===== config.mk =====
export PLATFORM = sky130hd
export DESIGN_NAME = fibonacci_core
export DESIGN_NICKNAME = d
export VERILOG_FILES = /design/src/rtl/fibonacci_pkg.sv /design/src/rtl/fibonacci_core_tick_div.sv /design/src/rtl/fibonacci_core.sv
export SDC_FILE = /design/constraint.sdc
export NUM_CORES = 1
export LEC_CHECK = 0
export CORE_ASPECT_RATIO = 1.25
export CORE_MARGIN = 2
export CORE_UTILIZATION = 42
export CTS_BUF_LIST = sky130_fd_sc_hd__clkbuf_4 sky130_fd_sc_hd__clkbuf_8 sky130_fd_sc_hd__clkbuf_16
export DETAILED_ROUTE_END_ITERATION = 10
export HOLD_SLACK_MARGIN = 0.05
export PLACE_DENSITY = 0.78
export RECOVER_POWER = 25
export SYNTH_ARGS = -nofsm -noshare
export SYNTH_HDL_FRONTEND = slang
export SYNTH_SLANG_ARGS = --single-unit

===== constraint.sdc =====
create_clock -name wb_clk_i -period 3.9 [get_ports wb_clk_i]
set_clock_uncertainty 0.1 [all_clocks]
set_input_delay 0.78 -clock wb_clk_i [delete_from_list [all_inputs] [get_ports wb_clk_i]]
set_output_delay 0.78 -clock wb_clk_i [all_outputs]
set_load 0.02 [all_outputs]

===== src/rtl/fibonacci_pkg.sv =====
// fibonacci_pkg: shared widths, FSM states and control register offsets for the Fibonacci engine.
package fibonacci_pkg;
  localparam int CLOCK_WIDTH = 6;
  localparam int VAL_WIDTH = 30;
  localparam int IO_PADS = 38;
  localparam int IO_BASE = 8;
  localparam logic [7:0] CTRL_SWITCH = 8'h00;
  localparam logic [7:0] CTRL_CLOCK_OP = 8'h04;
  localparam logic [7:0] CTRL_BUF_IO = 8'h14;
  typedef enum logic {IDLE, RUN} state_t;
endpackage


===== src/rtl/fibonacci_core_tick_div.sv =====
// fib_tick_div: divides wb_clk_i by clock_op while running; a clock_op change restarts the period.
module fib_tick_div #(
  parameter int CLOCK_WIDTH = fibonacci_pkg::CLOCK_WIDTH
) (
  input  logic                   wb_clk_i,
  input  logic                   reset,
  input  logic                   run,
  input  logic [CLOCK_WIDTH-1:0] clock_op,
  output logic                   tick
);
  logic [CLOCK_WIDTH-1:0] div_cnt;
  logic [CLOCK_WIDTH-1:0] op_q;
  logic op_chg;
  assign op_chg = clock_op != op_q;
  assign tick = run && !op_chg && clock_op != '0 && div_cnt == clock_op - 1'b1;
  always_ff @(posedge wb_clk_i) begin
    if (reset) begin
      div_cnt <= '0;
      op_q <= '0;
    end else begin
      op_q <= clock_op;
      div_cnt <= (!run || op_chg || tick) ? '0 : div_cnt + 1'b1;
    end
  end
endmodule


===== src/rtl/fibonacci_core.sv =====
// fibonacci_core: advances a Fibonacci sequence once per divided tick and drives the term onto the pads.
module fibonacci_core #(
  parameter int CLOCK_WIDTH = fibonacci_pkg::CLOCK_WIDTH,
  parameter int VAL_WIDTH = fibonacci_pkg::VAL_WIDTH,
  parameter int IO_PADS = fibonacci_pkg::IO_PADS,
  parameter int IO_BASE = fibonacci_pkg::IO_BASE
) (
  input  logic                   wb_clk_i,
  input  logic                   reset,
  input  logic [CLOCK_WIDTH-1:0] clock_op,
  input  logic                   switch_in,
  output logic [IO_PADS-1:0]     io_out,
  output logic [IO_PADS-1:0]     io_oeb,
  output logic [VAL_WIDTH-1:0]   fib_val,
  output logic                   tick_o,
  output logic                   wrap_o
);
  import fibonacci_pkg::*;
  state_t state, state_nxt;
  logic [VAL_WIDTH-1:0] a, b;
  logic [VAL_WIDTH:0] sum;
  logic tick;
  fib_tick_div #(.CLOCK_WIDTH(CLOCK_WIDTH)) u_div (
    .wb_clk_i(wb_clk_i),
    .reset(reset),
    .run(state == RUN),
    .clock_op(clock_op),
    .tick(tick)
  );
  always_comb begin
    state_nxt = state;
    sum = {1'b0, a} + {1'b0, b};
    state_nxt = (switch_in && clock_op != '0) ? RUN : IDLE;
  end
  always_ff @(posedge wb_clk_i) begin
    if (reset) state <= IDLE;
    else state <= state_nxt;
  end
  // a/b survive RUN->IDLE so a later RUN resumes from the held term
  always_ff @(posedge wb_clk_i) begin
    if (reset) begin
      a <= '0;
      b <= VAL_WIDTH'(1);
      tick_o <= 1'b0;
      wrap_o <= 1'b0;
    end else begin
      tick_o <= tick;
      wrap_o <= tick && sum[VAL_WIDTH];
      if (tick) begin
        a <= sum[VAL_WIDTH] ? '0 : b;
        b <= sum[VAL_WIDTH] ? VAL_WIDTH'(1) : sum[VAL_WIDTH-1:0];
      end
    end
  end
  assign fib_val = a;
  assign io_out = {a, {IO_BASE{1'b0}}};
  assign io_oeb = {{VAL_WIDTH{1'b0}}, {IO_BASE{1'b1}}};
endmodule


==> flow_summary.yaml <==
critical_path:
  worst_ep_arrival_time_ns: 3.42
  rrSetupSlack_ns: 0.60
  cp-end-kind: "flip-flop"
  timing.rr.end: "b[16]"
  critical_path.max_fanout: 14
  slowest_stage: "a2111o_1"
  path_depth: 12
  reg2reg_depth: 12
  crit_family: "compound AO/OA/AOI/OAI gates"
  crit_buf_inv: 2
  reg2reg_from: "fib_val[0]"
  crit_path_start_kind: "flip-flop"
  cp-endpoint: "b[16]"
  crit_chain: "ha_1 -> inv_1 -> fa_1 -> nand2b_1 -> a21oi_1 -> o21ai_1 -> a2111o_1 -> a21oi_2 -> o31ai_2 -> nand2_2 -> buf_4 -> o21ai_2"
  setup.worst_path.start: "fib_val[0]"
  path_class: "reg2reg"
  required_ns: 4.03
  slowest_delay_ns: 0.43
timing:
  finalHoldViolCount: 0
  setup-tns-final_ns: 0
  holdWs_ns: 0.368
  rsz0062_at_grt: "no"
  min_period_ns: 3.30
  setup_violations: 0
  slew_viol_final: 0
  post-route-period-util_pct: 84.5
  fmax_ghz: 0.303
  relSlewSlack_pct: 26.9
  worst_pin_slew_ns: 1.09
floorplan:
  coreArea_sq_um: 11200
  io-pin-count: 117
  die_y_um: 124
  die_w_um: 100
  start_util_pct: 43.4
  die_area_sq_um: 12500
  rows: 43
routing:
  dr.pass1.iters: 4
  via_count: 3898
  drt_iter0_markers: 135
  wl_per_cell_um: 13.6
  viasPerCell: 5.27
  wl_met3_um: 416
  drc: 0
  totalWireLength_mm: 10.1
  top_layer: "met4"
  drt-met1-wl_mm: 4.20
  ant_nets: 0
  wl_met2_mm: 5.32
cts:
  cts_resized: 0
  h-tree-depth: 3
  cts_setup_buffers: 0
  cts_root_buffer: "clkbuf_16"
  cts_sinks: 75
  clk_transition_reported_paths_ns: 0.06
  cts_max_path_buffers: 2
  cts_tree: "yes"
  numCtsBuffers: 9
  clk_latency_ns: 0.34
  hold_buffers: 0
grt:
  antenna_found_initial: 0
  grt_overflow_total: 0
  grt_first_pass_wirelength_mm: 16.9
  grt_use_total_pct: 16.2
  first_global_vias: 3729
  grt_start_max_net_pins: 52
flow_run:
  max_cap_violations: 0
final_layout:
  fin_area_sq_um: 5520
  num_antenna_cells: 0
  nets: 643
  synthToLayoutAreaGrowth_pct: 13.5
  utilization_pct: 49.3
  drive_gt1_share_pct: 8.76
yosys:
  synth_cells: 571
  yosysUniqueCellTypes: 53
  synth-edff-count: 0
  ys_seq_elements: 75
  yosysSeqAreaShare_pct: 30.9
  yosys_warnings: 0
  synth-async-reset-ratio_pct: 0
  ys.flop_type: "dfxtp_1"
  synth_area_sq_um: 4860
  avgSynthCellArea_sq_um: 8.52
pwr:
  power.density_nw_per_um2: 295
  p_leak_nw: 2.32
  vdd_drop_max_mv: 0.184
placed_design:
  io_buffers: 70
  hpwlAfterDp_mm: 7.56
  postPlaceCellArea_sq_um: 5240
  gp_congestion: 0.868
worst_hold_path:
  holdCritPathClass: "reg2reg"
  whs_path_depth: 2
status:
  status: "complete, no violations"
==> tightest hold or removal path: cells and delay by family (launching register included) <==
family,cells,cell delay (ns)
DFF,1,0.32
and+or+nand+nor,1,0.06
AOI/OAI and AO/OA,1,0.05
==> cell type report <==
class	count	area, sq um
Multi-Input combinational cell	427	2790
Clock buffer	9	225
Fill cell	1073	5670
Clock inverter	7	53.8
Inverter	12	45.0
Timing Repair Buffer	75	734
Tap cell	135	169
Sequential cell	75	1500
==> synth_stat cells, types with 8 or more instances <==
cell / count / area share (%)
a21oi_1: 40 / 4.1
a22o_1: 29 / 5.2
dfxtp_1: 75 / 31
nand4_1: 9 / 1.2
inv_1: 12 / 0.93
buf_4: 76 / 12
ha_1: 33 / 8.5
nor3_1: 8 / 0.82
a21o_1: 11 / 1.7
nand2_1: 56 / 4.3
o21ai_2: 20 / 3.6
o21ai_0: 17 / 1.7
nor2_1: 29 / 2.2
clkbuf_1: 17 / 1.3
xnor2_1: 29 / 5.2
xor2_1: 15 / 2.7
o21bai_1: 8 / 1.2
nand3_1: 17 / 1.7
==> cell families after synthesis <==
| logic type | Yosys count | synth area share (%) |
|---|---|---|
| flops | 75 | 30.9 |
| simple gates | 150 | 14.8 |
| buf+inv | 113 | 15.3 |
| compound gates | 153 | 22.0 |
| other cells | 2 | 0.154 |
| fa+ha+maj | 34 | 8.90 |
| xor+xnor | 44 | 7.93 |
==> state kept, by name, summed over array words and instances (netlist names) <==
| signal | count |
|---|---|
| u_div.op_q | 6 |
| b | 30 |
| wrap_o | 1 |
| tick_o | 1 |
| u_div.div_cnt | 6 |
| fib_val | 30 |
| state | 1 |
==> stage by stage <==
stage / setup slack, ns / instances / power, mW
finish: 0.604 / 740 / 1.63
global route: 0.347 / 740 / 1.68
detailed placement: 0.292 / 724 / 0.873
floorplan: 0.961 / 615 / 0.890
global placement: 0.373 / 724 / 0.871
CTS: 0.576 / 740 / 1.64
==> layer usage <==
metal,global-route usage (%),vias up
li1,-,1931
met1,18.5,1846
met2,29.5,104
met3,3.59,17
met4,5.16,0
met5,0,-
==> cells in the final DEF, fill, tap and decap left out, types with 2 or more instances in the layout <==
cell type / n
a211oi_1: 3
a21o_1: 11
a21oi_1: 40
a21oi_2: 2
a22o_1: 29
a31oi_1: 6
and3_1: 3
buf_4: 4
clkbuf_16: 9
clkdlybuf4s50_1: 42
clkinv_4: 2
clkinvlp_4: 3
conb_1: 46
dfxtp_1: 75
dlygate4sd3_1: 28
ha_1: 33
inv_1: 12
nand2_1: 56
nand2b_1: 4
nand3_1: 17
nand4_1: 9
nor2_1: 28
nor2_4: 2
nor2b_1: 7
nor3_1: 8
o21a_1: 3
o21ai_0: 17
o21ai_1: 4
o21ai_2: 20
o21bai_1: 8
or2_2: 2
or3_1: 4
xnor2_1: 29
xor2_1: 15
==> where the power goes <==
part,total (mW),switching [mW],internal (mW),leakage (nW)
Combinational,0.0843,0.0653,0.0189,1.59
Clock,0.773,0.340,0.433,0.128
Sequential,0.771,0.00161,0.770,0.606
Total,1.63,0.407,1.22,2.32
==> worst min path at each step <==
stage / endpoint / startpoint / slack (ns)
after CTS: b[7] / b[7] / 0.37
after global placement: b[11] / b[11] / 0.36
final: b[7] / b[7] / 0.37
after floorplan: u_div.div_cnt[0] / u_div.div_cnt[0] / 0.34
after detailed placement: b[7] / b[7] / 0.37
after global routing: b[24] / b[24] / 0.40
Power figures use the tool's default switching activity.
